$ cat config.mk
export PLATFORM = sky130hd
export DESIGN_NAME = seq_detect_param
export DESIGN_NICKNAME = d
export VERILOG_FILES = /design/src/rtl/seq_detect_pkg.sv /design/src/rtl/seq_match_cnt.sv /design/src/rtl/seq_detect_param.sv
export SDC_FILE = /design/constraint.sdc
export NUM_CORES = 1
export LEC_CHECK = 0
export ABC_CLOCK_PERIOD_IN_PS = 4670
export BUFFER_PORTS_ARGS = -buffer_cell sky130_fd_sc_hd__buf_2
export CAP_MARGIN = 20
export CELL_PAD_IN_SITES_DETAIL_PLACEMENT = 0
export CELL_PAD_IN_SITES_GLOBAL_PLACEMENT = 2
export CORE_MARGIN = 1
export CORE_UTILIZATION = 36
export DETAILED_ROUTE_END_ITERATION = 16
export MAX_ROUTING_LAYER = met4
export PLACE_DENSITY_LB_ADDON = 0.25
export SETUP_SLACK_MARGIN = 0.1
export SKIP_LAST_GASP = 1
export SYNTH_ARGS = -nofsm -noshare
export SYNTH_HDL_FRONTEND = slang
export SYNTH_SLANG_ARGS = --single-unit
$ cat constraint.sdc
create_clock -name clk -period 4.67 [get_ports clk]
set_clock_uncertainty 0.1 [all_clocks]
set_input_delay 0.934 -clock clk [delete_from_list [all_inputs] [get_ports clk]]
set_output_delay 0.934 -clock clk [all_outputs]
set_load 0.02 [all_outputs]
$ cat src/rtl/seq_detect_pkg.sv
// Shared types and defaults for the programmable serial sequence detector.
package seq_detect_pkg;

    localparam int SEQ_MAX_LEN_DEF = 8;
    localparam int SEQ_CNT_W_DEF   = 8;

    typedef enum logic [1:0] {
        ST_DISABLED = 2'd0,
        ST_FILL     = 2'd1,
        ST_ARMED    = 2'd2
    } seq_state_e;

    // Width needed to hold a pattern length in 0..max_len.
    function automatic int seq_len_w(input int max_len);
        return $clog2(max_len + 1);
    endfunction

endpackage

$ cat src/rtl/seq_match_cnt.sv
// Saturating counter with synchronous clear; with W=1 and CLR_WINS=0 it doubles
// as a sticky flag whose set beats a simultaneous clear.
module seq_match_cnt #(
    parameter int W        = 8,
    parameter bit CLR_WINS = 1'b1
) (
    input  logic         clk,
    input  logic         rst_n,
    input  logic         clr_i,
    input  logic         inc_i,
    output logic [W-1:0] cnt_o
);

    logic [W-1:0] cnt_q, cnt_d;

    always_comb begin
        cnt_d = cnt_q;
        if (clr_i && (CLR_WINS || !inc_i))
            cnt_d = '0;
        else if (inc_i && (cnt_q != {W{1'b1}}))
            cnt_d = cnt_q + W'(1);
    end

    always_ff @(posedge clk or negedge rst_n) begin
        if (!rst_n) cnt_q <= '0;
        else        cnt_q <= cnt_d;
    end

    assign cnt_o = cnt_q;

endmodule

$ cat src/rtl/seq_detect_param.sv
// Runtime-programmable serial sequence detector with match pulse and counter.
// Optional sticky match interrupt enabled by defining SEQ_DETECT_IRQ_EN.
module seq_detect_param
    import seq_detect_pkg::*;
#(
    parameter int                 MAX_LEN = SEQ_MAX_LEN_DEF,
    parameter int                 CNT_W   = SEQ_CNT_W_DEF,
    parameter logic [MAX_LEN-1:0] RST_PAT = MAX_LEN'(8'b0000_1110),
    parameter int                 LEN_W   = seq_len_w(MAX_LEN),
    parameter logic [LEN_W-1:0]   RST_LEN = LEN_W'(5),
    parameter bit                 RST_OVL = 1'b1
) (
    input  logic               clk,
    input  logic               clr,
    input  logic               cfg_we,
    input  logic [MAX_LEN-1:0] cfg_pat,
    input  logic [LEN_W-1:0]   cfg_len,
    input  logic               cfg_ovl,
    input  logic               din_vld,
    input  logic               din,
    input  logic               cnt_clr,
    output logic               Z,
    output logic [CNT_W-1:0]   match_cnt,
    output logic               armed
`ifdef SEQ_DETECT_IRQ_EN
    ,
    input  logic               irq_clr,
    output logic               irq
`endif
);

    localparam logic [LEN_W-1:0] LEN_MAX = LEN_W'(MAX_LEN);

    logic [MAX_LEN-1:0] pat_q, pat_d;
    logic [LEN_W-1:0]   len_q, len_d;
    logic               ovl_q, ovl_d;
    logic [MAX_LEN-1:0] hist_q, hist_d, hist_n;
    logic [LEN_W-1:0]   fill_q, fill_d, fill_n;
    seq_state_e         state_q, state_d;
    logic               z_q;
    logic               match;
    logic [MAX_LEN-1:0] mask;
    logic [LEN_W-1:0]   len_clamped;

    // Only the low len bits of history take part in the compare.
    always_comb begin
        for (int i = 0; i < MAX_LEN; i++)
            mask[i] = (i < int'(len_q));
    end

    assign len_clamped = (cfg_len > LEN_MAX) ? LEN_MAX : cfg_len;
    assign hist_n      = MAX_LEN'({hist_q, din});
    assign fill_n      = (fill_q < len_q) ? fill_q + LEN_W'(1) : fill_q;

    always_comb begin
        pat_d   = pat_q;
        len_d   = len_q;
        ovl_d   = ovl_q;
        hist_d  = hist_q;
        fill_d  = fill_q;
        state_d = state_q;
        match   = 1'b0;
        if (cfg_we) begin
            // The din_vld bit arriving with a config write is intentionally dropped.
            pat_d   = cfg_pat;
            len_d   = len_clamped;
            ovl_d   = cfg_ovl;
            hist_d  = '0;
            fill_d  = '0;
            state_d = (len_clamped == '0) ? ST_DISABLED : ST_FILL;
        end else if (din_vld && (state_q != ST_DISABLED)) begin
            hist_d = hist_n;
            fill_d = fill_n;
            match  = (fill_n >= len_q) && (((hist_n ^ pat_q) & mask) == '0);
            if (match && !ovl_q) begin
                fill_d  = '0;
                state_d = ST_FILL;
            end else begin
                state_d = (fill_n >= len_q) ? ST_ARMED : ST_FILL;
            end
        end
    end

    always_ff @(posedge clk or negedge clr) begin
        if (!clr) begin
            pat_q   <= RST_PAT;
            len_q   <= RST_LEN;
            ovl_q   <= RST_OVL;
            hist_q  <= '0;
            fill_q  <= '0;
            state_q <= (RST_LEN == '0) ? ST_DISABLED : ST_FILL;
            z_q     <= 1'b0;
        end else begin
            pat_q   <= pat_d;
            len_q   <= len_d;
            ovl_q   <= ovl_d;
            hist_q  <= hist_d;
            fill_q  <= fill_d;
            state_q <= state_d;
            z_q     <= match;
        end
    end

    seq_match_cnt #(.W(CNT_W), .CLR_WINS(1'b1)) u_cnt (
        .clk   (clk),
        .rst_n (clr),
        .clr_i (cnt_clr),
        .inc_i (match),
        .cnt_o (match_cnt)
    );

`ifdef SEQ_DETECT_IRQ_EN
    seq_match_cnt #(.W(1), .CLR_WINS(1'b0)) u_irq (
        .clk   (clk),
        .rst_n (clr),
        .clr_i (irq_clr),
        .inc_i (match),
        .cnt_o (irq)
    );
`endif

    assign Z     = z_q;
    assign armed = (state_q == ST_ARMED);

endmodule

==> flow_summary.json, run 1 <==
{
  "core_mm2": 0.005473,
  "nFillCells": 588,
  "cp_slowest_cell": "dfstp_2",
  "power.leakage_nw": 1.048,
  "powerDensity_mw_per_mm2": 341.5,
  "synthSimpleGateAreaFrac_pct": 20.49,
  "syn_nets": 231,
  "p_comb_share_pct": 16.2,
  "crit_required_ns": 4.75,
  "grt_pass1_vias": 1539,
  "ioPinCount": 29,
  "numCtsBuffers": 5,
  "place_ws_ns": 1.065,
  "layout-drive-gt1-share_pct": 29.00,
  "maxSlewViolCount": 0,
  "yosysSeqAreaShare_pct": 43.37,
  "hold_path.class": "reg2reg",
  "setup_ws_ns": 1.085,
  "critPathTopFamily": "simple AND/OR/NAND/NOR gates",
  "overflow": 0,
  "die_h_um": 77.27,
  "hold_buffers": 0,
  "yosysMostFrequentCell": "dfrtp_1",
  "synthMuxAreaShare_pct": 8.773,
  "switchingPower_mw": 0.2073,
  "worstPathArrival_ns": 3.66,
  "crit_cells": 14,
  "fin_nets": 258,
  "ys_ff_latch": 35,
  "fmax_mhz": 278.9,
  "reg2reg_from": "len_q[2]$_DFFE_PN1P_",
  "antenna_cells": 0,
  "yosysWarnings": 0,
  "ant_nets": 0,
  "place.gp.congestion": 0.7379,
  "cts-root-buf": "clkbuf_8",
  "insertion_delay_ns": 0.29,
  "area_growth_pct": 15.40,
  "post_cts_buffers": 0,
  "synth-compound-area-share_pct": 13.07,
  "yosys.area.top_type": "dfrtp_1",
  "yosys.area_share.adder_pct": 5.521,
  "synth-edff-count": 0,
  "synth_common_cells": "dfrtp_1 (28), nand2_1 (27), a21oi_1 (14)",
  "syn_inst": 203,
  "drtPass1Iterations": 4,
  "fin_setup_tns_ns": 0,
  "rsz0062_at_grt": "no",
  "reg2reg_depth": 14,
  "crit_path_start_kind": "register",
  "wl_um": 4347,
  "cts_tree": "built",
  "synth_ff_type": "dfrtp_1",
  "pwr-share-seq_pct": 42.8,
  "grt_max_degree": 36,
  "status": "completed",
  "hold_start": "pat_q[0]$_DFFE_PN0P_",
  "vias": 1568,
  "async_reset_ff_share_pct": 100.0,
  "first_iter_violations": 69,
  "hpwl_um": 3248,
  "tightestPinTransition_ns": 0.7945,
  "peakVddDrop_v": 0.0001884,
  "antenna_found_initial": 0,
  "cp_max_fo": 10,
  "post_cts_resize_count": 0,
  "clockBufferDepth": 2,
  "initial_core_util_pct": 37.27,
  "synth_top_area_share_pct": 34.36,
  "p_clk_share_pct": 41.0,
  "setup-violations-final": 0,
  "switching_share_pct": 25.80,
  "relSlewSlack_pct": 47.03,
  "io_buffers": 28,
  "htree_num_levels": 2,
  "wl_per_cell_um": 14.35,
  "ys_top_cells_by_area": "dfrtp_1 (34%), dfstp_2 (9.0%), mux2_2 (7.2%), ha_1 (5.5%), nand2_1 (5.0%)",
  "dieArea_mm2": 0.005970,
  "finalHoldViolCount": 0,
  "crit_path_start": "len_q[2]$_DFFE_PN1P_",
  "worstHoldPathCells": 1,
  "clk_pin_slew_worst_paths_ns": 0.08,
  "rows": 27,
  "p_total_mw": 0.8036,
  "grt_pass1_wl_um": 7679,
  "crit_buf_inv": 2,
  "syn_area_per_cell_um2": 10.05,
  "fin_crit_sh_pct": 76.77,
  "cts.sinks": 35,
  "grt_usage_pct": 16.88,
  "fin_crit_ns": 3.585,
  "path_class": "reg2reg",
  "drcViolationCount": 0,
  "max_stage_delay_ns": 0.59,
  "synth_top_family_by_area": "simple AND/OR/NAND/NOR gates",
  "synth_xor_area_share_pct": 4.724,
  "cp-end-kind": "register",
  "synth_cell_types": 55,
  "path_cells": "inv_1, ha_1, nor3_1, a211o_1, nand4_1, xor2_1, inv_1, ha_1, o21ai_0, nand2b_1, and3_2, nand2_2, nor4b_1, mux2_2",
  "fp.dieW_um": 77.27,
  "vias_per_cell": 5.175,
  "cap_violations": 0,
  "syn_area_mm2": 0.002039,
  "p_int_mw": 0.5963
}
kinds of logic after synthesis:
logic type,count (synthesis)
adders and majority gates,9
and+or+nand+nor,75
muxes,16
buffers and inverters,15
DFF,35
xor gates and xnor gates,11
AOI/OAI and AO/OA,42
power groups by stage:
stage               logic [mW]  clock network [mW]  registers, mW
floorplan               0.0971                   0          0.345
global placement         0.130                   0          0.350
detailed placement       0.132                   0          0.350
CTS                      0.133               0.337          0.344
global route             0.150               0.354          0.348
finish                   0.130               0.329          0.344
registers in the layout, indices dropped and copies added (netlist names):
register and cells:
pat_q 8, u_cnt.cnt_o 8, hist_q 7, fill_q 4, len_q 4, state_q 2
Z 1, ovl_q 1
per-stage QoR:
step | instances | cell area, µm² | util (%) | hold WS (ns)
3_5_place_dp | 295 | 2217 | 40.51 | 0.4177
6_report | 303 | 2354 | 43.00 | 0.4320
4_1_cts | 303 | 2354 | 43.00 | 0.4366
2_1_floorplan | 203 | 2039 | - | 0.4011
3_3_place_gp | 294 | 2210 | 40.37 | 0.4147
5_1_grt | 303 | 2354 | 43.00 | 0.4536
cell type report:
type                            count  area (µm²)  area share [%]
Sequential cell                    35       884.6           37.59
Inverter                            6       22.52          0.9569
Clock buffer                        5       68.82           2.924
Clock inverter                      3       67.56           2.871
Timing Repair Buffer               29       147.6           6.273
Tap cell                           72       90.09           3.828
Multi-Input combinational cell    153        1072           45.56
per-layer routing:
layer  vias up  share of wire (%)  GRT usage (%)  wire (µm)
met1       765                 52          23.47       2251
met3         6                3.0          3.810        130
met2        22                 44          24.78       1913
met5         -                  0              -          0
li1        775                  -              -          -
met4         0                1.2          4.151         51
path summary, 6_finish.rpt:
path | endpoint | slack [ns]
setup / recovery | u_cnt.cnt_o[5]$_DFFE_PN0P_ | 1.08
hold / removal | pat_q[0]$_DFFE_PN0P_ | 0.43
setup reg to reg | u_cnt.cnt_o[5]$_DFFE_PN0P_ | 1.08
hold reg to reg | pat_q[0]$_DFFE_PN0P_ | 0.43
max in group asynchronous | fill_q[3]$_DFFE_PN0P_ | 3.33
min in group asynchronous | len_q[1]$_DFFE_PN0P_ | 0.62
layout by cell type, fill, tap and decap left out, types with 5 or more instances in the layout:
master    netlist  routed
dfrtp_1        28      28
buf_2           2      28
nand2_1        27      27
a21oi_1        14      14
nor2_1         13      13
mux2_2         13      13
ha_1            9       9
o21ai_0         7       7
dfstp_2         7       7
inv_1           6       6
xor2_1          6       6
xnor2_1         5       5
nor2b_1         5       5
clkbuf_8        1       5
(Power assumes the default switching activity.)
==> run 2, diff against run 1 <==
--- a/config.mk
+++ b/config.mk
@@ -5,7 +5,7 @@
 export SDC_FILE = /design/constraint.sdc
 export NUM_CORES = 1
 export LEC_CHECK = 0
-export ABC_CLOCK_PERIOD_IN_PS = 4670
+export ABC_CLOCK_PERIOD_IN_PS = 3550
 export BUFFER_PORTS_ARGS = -buffer_cell sky130_fd_sc_hd__buf_2
 export CAP_MARGIN = 20
 export CELL_PAD_IN_SITES_DETAIL_PLACEMENT = 0
==> constraint.sdc (replaced) <==
create_clock -name clk -period 3.55 [get_ports clk]
set_clock_uncertainty 0.1 [all_clocks]
set_input_delay 0.71 -clock clk [delete_from_list [all_inputs] [get_ports clk]]
set_output_delay 0.71 -clock clk [all_outputs]
set_load 0.02 [all_outputs]
==> flow_summary.json, run 2 (synthesized netlist as in run 1, its figures left out) <==
{
  "area_growth_pct": 20.25,
  "stdcell_area_mm2": 0.002452,
  "drtPass1Iterations": 4,
  "fin_nets": 268,
  "fin_setup_tns_ns": 0,
  "grt_max_degree": 36,
  "peakVddDrop_v": 0.0002244,
  "crit_path_start": "len_q[2]$_DFFE_PN1P_",
  "wl_met2_um": 1964,
  "overflow": 0,
  "place.gp.congestion": 0.7463,
  "layout_common_cells": "dfrtp_1 (28), buf_2 (28), nand2_1 (27)",
  "rsz0062_at_grt": "no",
  "antenna_cells": 0,
  "cts-root-buf": "clkbuf_8",
  "fin_crit_ns": 3.298,
  "worstPathArrival_ns": 3.43,
  "status": "completed",
  "hold_buffers": 0,
  "cts_tree": "built",
  "crit_path_start_kind": "register",
  "initial_core_util_pct": 37.27,
  "hpwl_um": 3203,
  "setup_ws_ns": 0.2519,
  "die_h_um": 77.27,
  "wl_per_cell_um": 14.77,
  "antenna_found_initial": 0,
  "power.leakage_nw": 1.080,
  "setup-violations-final": 0,
  "fmax_mhz": 303.2,
  "cp_max_fo": 4,
  "fp.dieW_um": 77.27,
  "powerDensity_mw_per_mm2": 398.4,
  "rr_endpoint": "fill_q[1]$_DFFE_PN0P_",
  "place_ws_ns": 0.03322,
  "tightestPinTransition_ns": 0.7840,
  "ioPinCount": 29,
  "maxSlewViolCount": 0,
  "cp-end-kind": "register",
  "core_mm2": 0.005473,
  "cap_violations": 0,
  "crit_required_ns": 3.69,
  "insertion_delay_ns": 0.30,
  "reg2reg_from": "len_q[2]$_DFFE_PN1P_",
  "grt_pass1_vias": 1508,
  "wl_met1_um": 2436,
  "clockBufferDepth": 2,
  "drcViolationCount": 0,
  "cts.sinks": 35,
  "wl_um": 4624,
  "htree_num_levels": 2,
  "dieArea_mm2": 0.005970,
  "finalHoldViolCount": 0,
  "numCtsBuffers": 5,
  "clk_pin_slew_worst_paths_ns": 0.08,
  "fin_crit_sh_pct": 92.90,
  "relSlewSlack_pct": 47.74,
  "grt_pass1_wl_um": 7472,
  "dr.max_layer_used": "met4",
  "vias_per_cell": 5.073,
  "path_class": "reg2reg",
  "layout-drive-gt1-share_pct": 33.61,
  "r2r_setup_slack_ns": 0.25,
  "grt_usage_pct": 16.90,
  "reg2reg_depth": 13,
  "rows": 27,
  "ant_nets": 0,
  "vias": 1588,
  "hold_path.class": "in2async",
  "crit_path_end": "fill_q[1]$_DFFE_PN0P_",
  "dr_wl_met3_um": 137,
  "placed_area_mm2": 0.002247,
  "first_iter_violations": 78,
  "io_buffers": 28
}
## run 2: changes by cell type in the layout (fill, tap and decap cells not counted), sizes merged
cell | before | now
buf | 29 | 39
bufinv | 2 | 0
clkbuf | 5 | 6
clkinv | 0 | 1
## run 2: report_power, final
part,internal (mW),leakage (nW),total (mW),switching (mW)
sequential,0.428,0.448,0.451,0.0237
combinational,0.0996,0.585,0.209,0.109
clock,0.158,0.0474,0.317,0.158
## run 2: worst min-delay path by stage
stage	slack, ns	endpoint	start	cells after the start
finish	0.39	hist_q[4]$_DFFE_PN0P_	clr	1
global route	0.46	pat_q[4]$_DFFE_PN0P_	pat_q[4]$_DFFE_PN0P_	1
CTS	0.43	hist_q[4]$_DFFE_PN0P_	clr	1
detailed placement	0.42	pat_q[7]$_DFFE_PN0P_	pat_q[7]$_DFFE_PN0P_	1
global placement	0.41	pat_q[0]$_DFFE_PN0P_	pat_q[0]$_DFFE_PN0P_	1
floorplan	0.31	Z$_DFF_PN0_	clr	0
## run 2: metal layers
layer	vias up	global-route usage (%)
met1	759	23.28
met2	23	23.36
met5	-	-
met4	0	7.358
met3	7	4.048
li1	799	-
## run 2: worst max-delay path, stage by stage (launching register included)
cell      delay, ns
dfstp_2        0.56
inv_2          0.05
ha_1           0.28
nor3_2         0.17
a211o_1        0.17
buf_4          0.13
mux2_2         0.33
ha_1           0.27
a2111o_1       0.43
nand2_1        0.07
nor4_1         0.05
buf_4          0.15
or3b_4         0.37
a21oi_2        0.13
## run 2: layout make-up
| type | instances | area (µm²) |
|---|---|---|
| fillers | 571 | 3020 |
| inverters | 6 | 22.52 |
| clock inverters | 2 | 16.27 |
| clock buffers | 6 | 82.58 |
| repair buffers | 39 | 222.7 |
| well taps | 72 | 90.09 |
| multi-input cells | 153 | 1134 |
| flip-flops and latches | 35 | 884.6 |
## run 2: through the flow
step	power, mW	hold slack (ns)	instances	utilization (%)
6_report	0.9770	0.3865	313	44.81
3_3_place_gp	0.6398	0.4148	298	40.92
4_1_cts	0.9665	0.4271	309	43.26
2_1_floorplan	0.5814	0.3144	203	-
3_5_place_dp	0.6410	0.4225	299	41.06
5_1_grt	1.028	0.4597	313	44.81
## run 2: repair_timing
item / 4_1_cts / 5_1_grt
endpoints found under the setup margin: 3 / 9
gates resized for setup: 1 / 10
pin swaps: 1 / 6
buffers inserted: 2 / 4
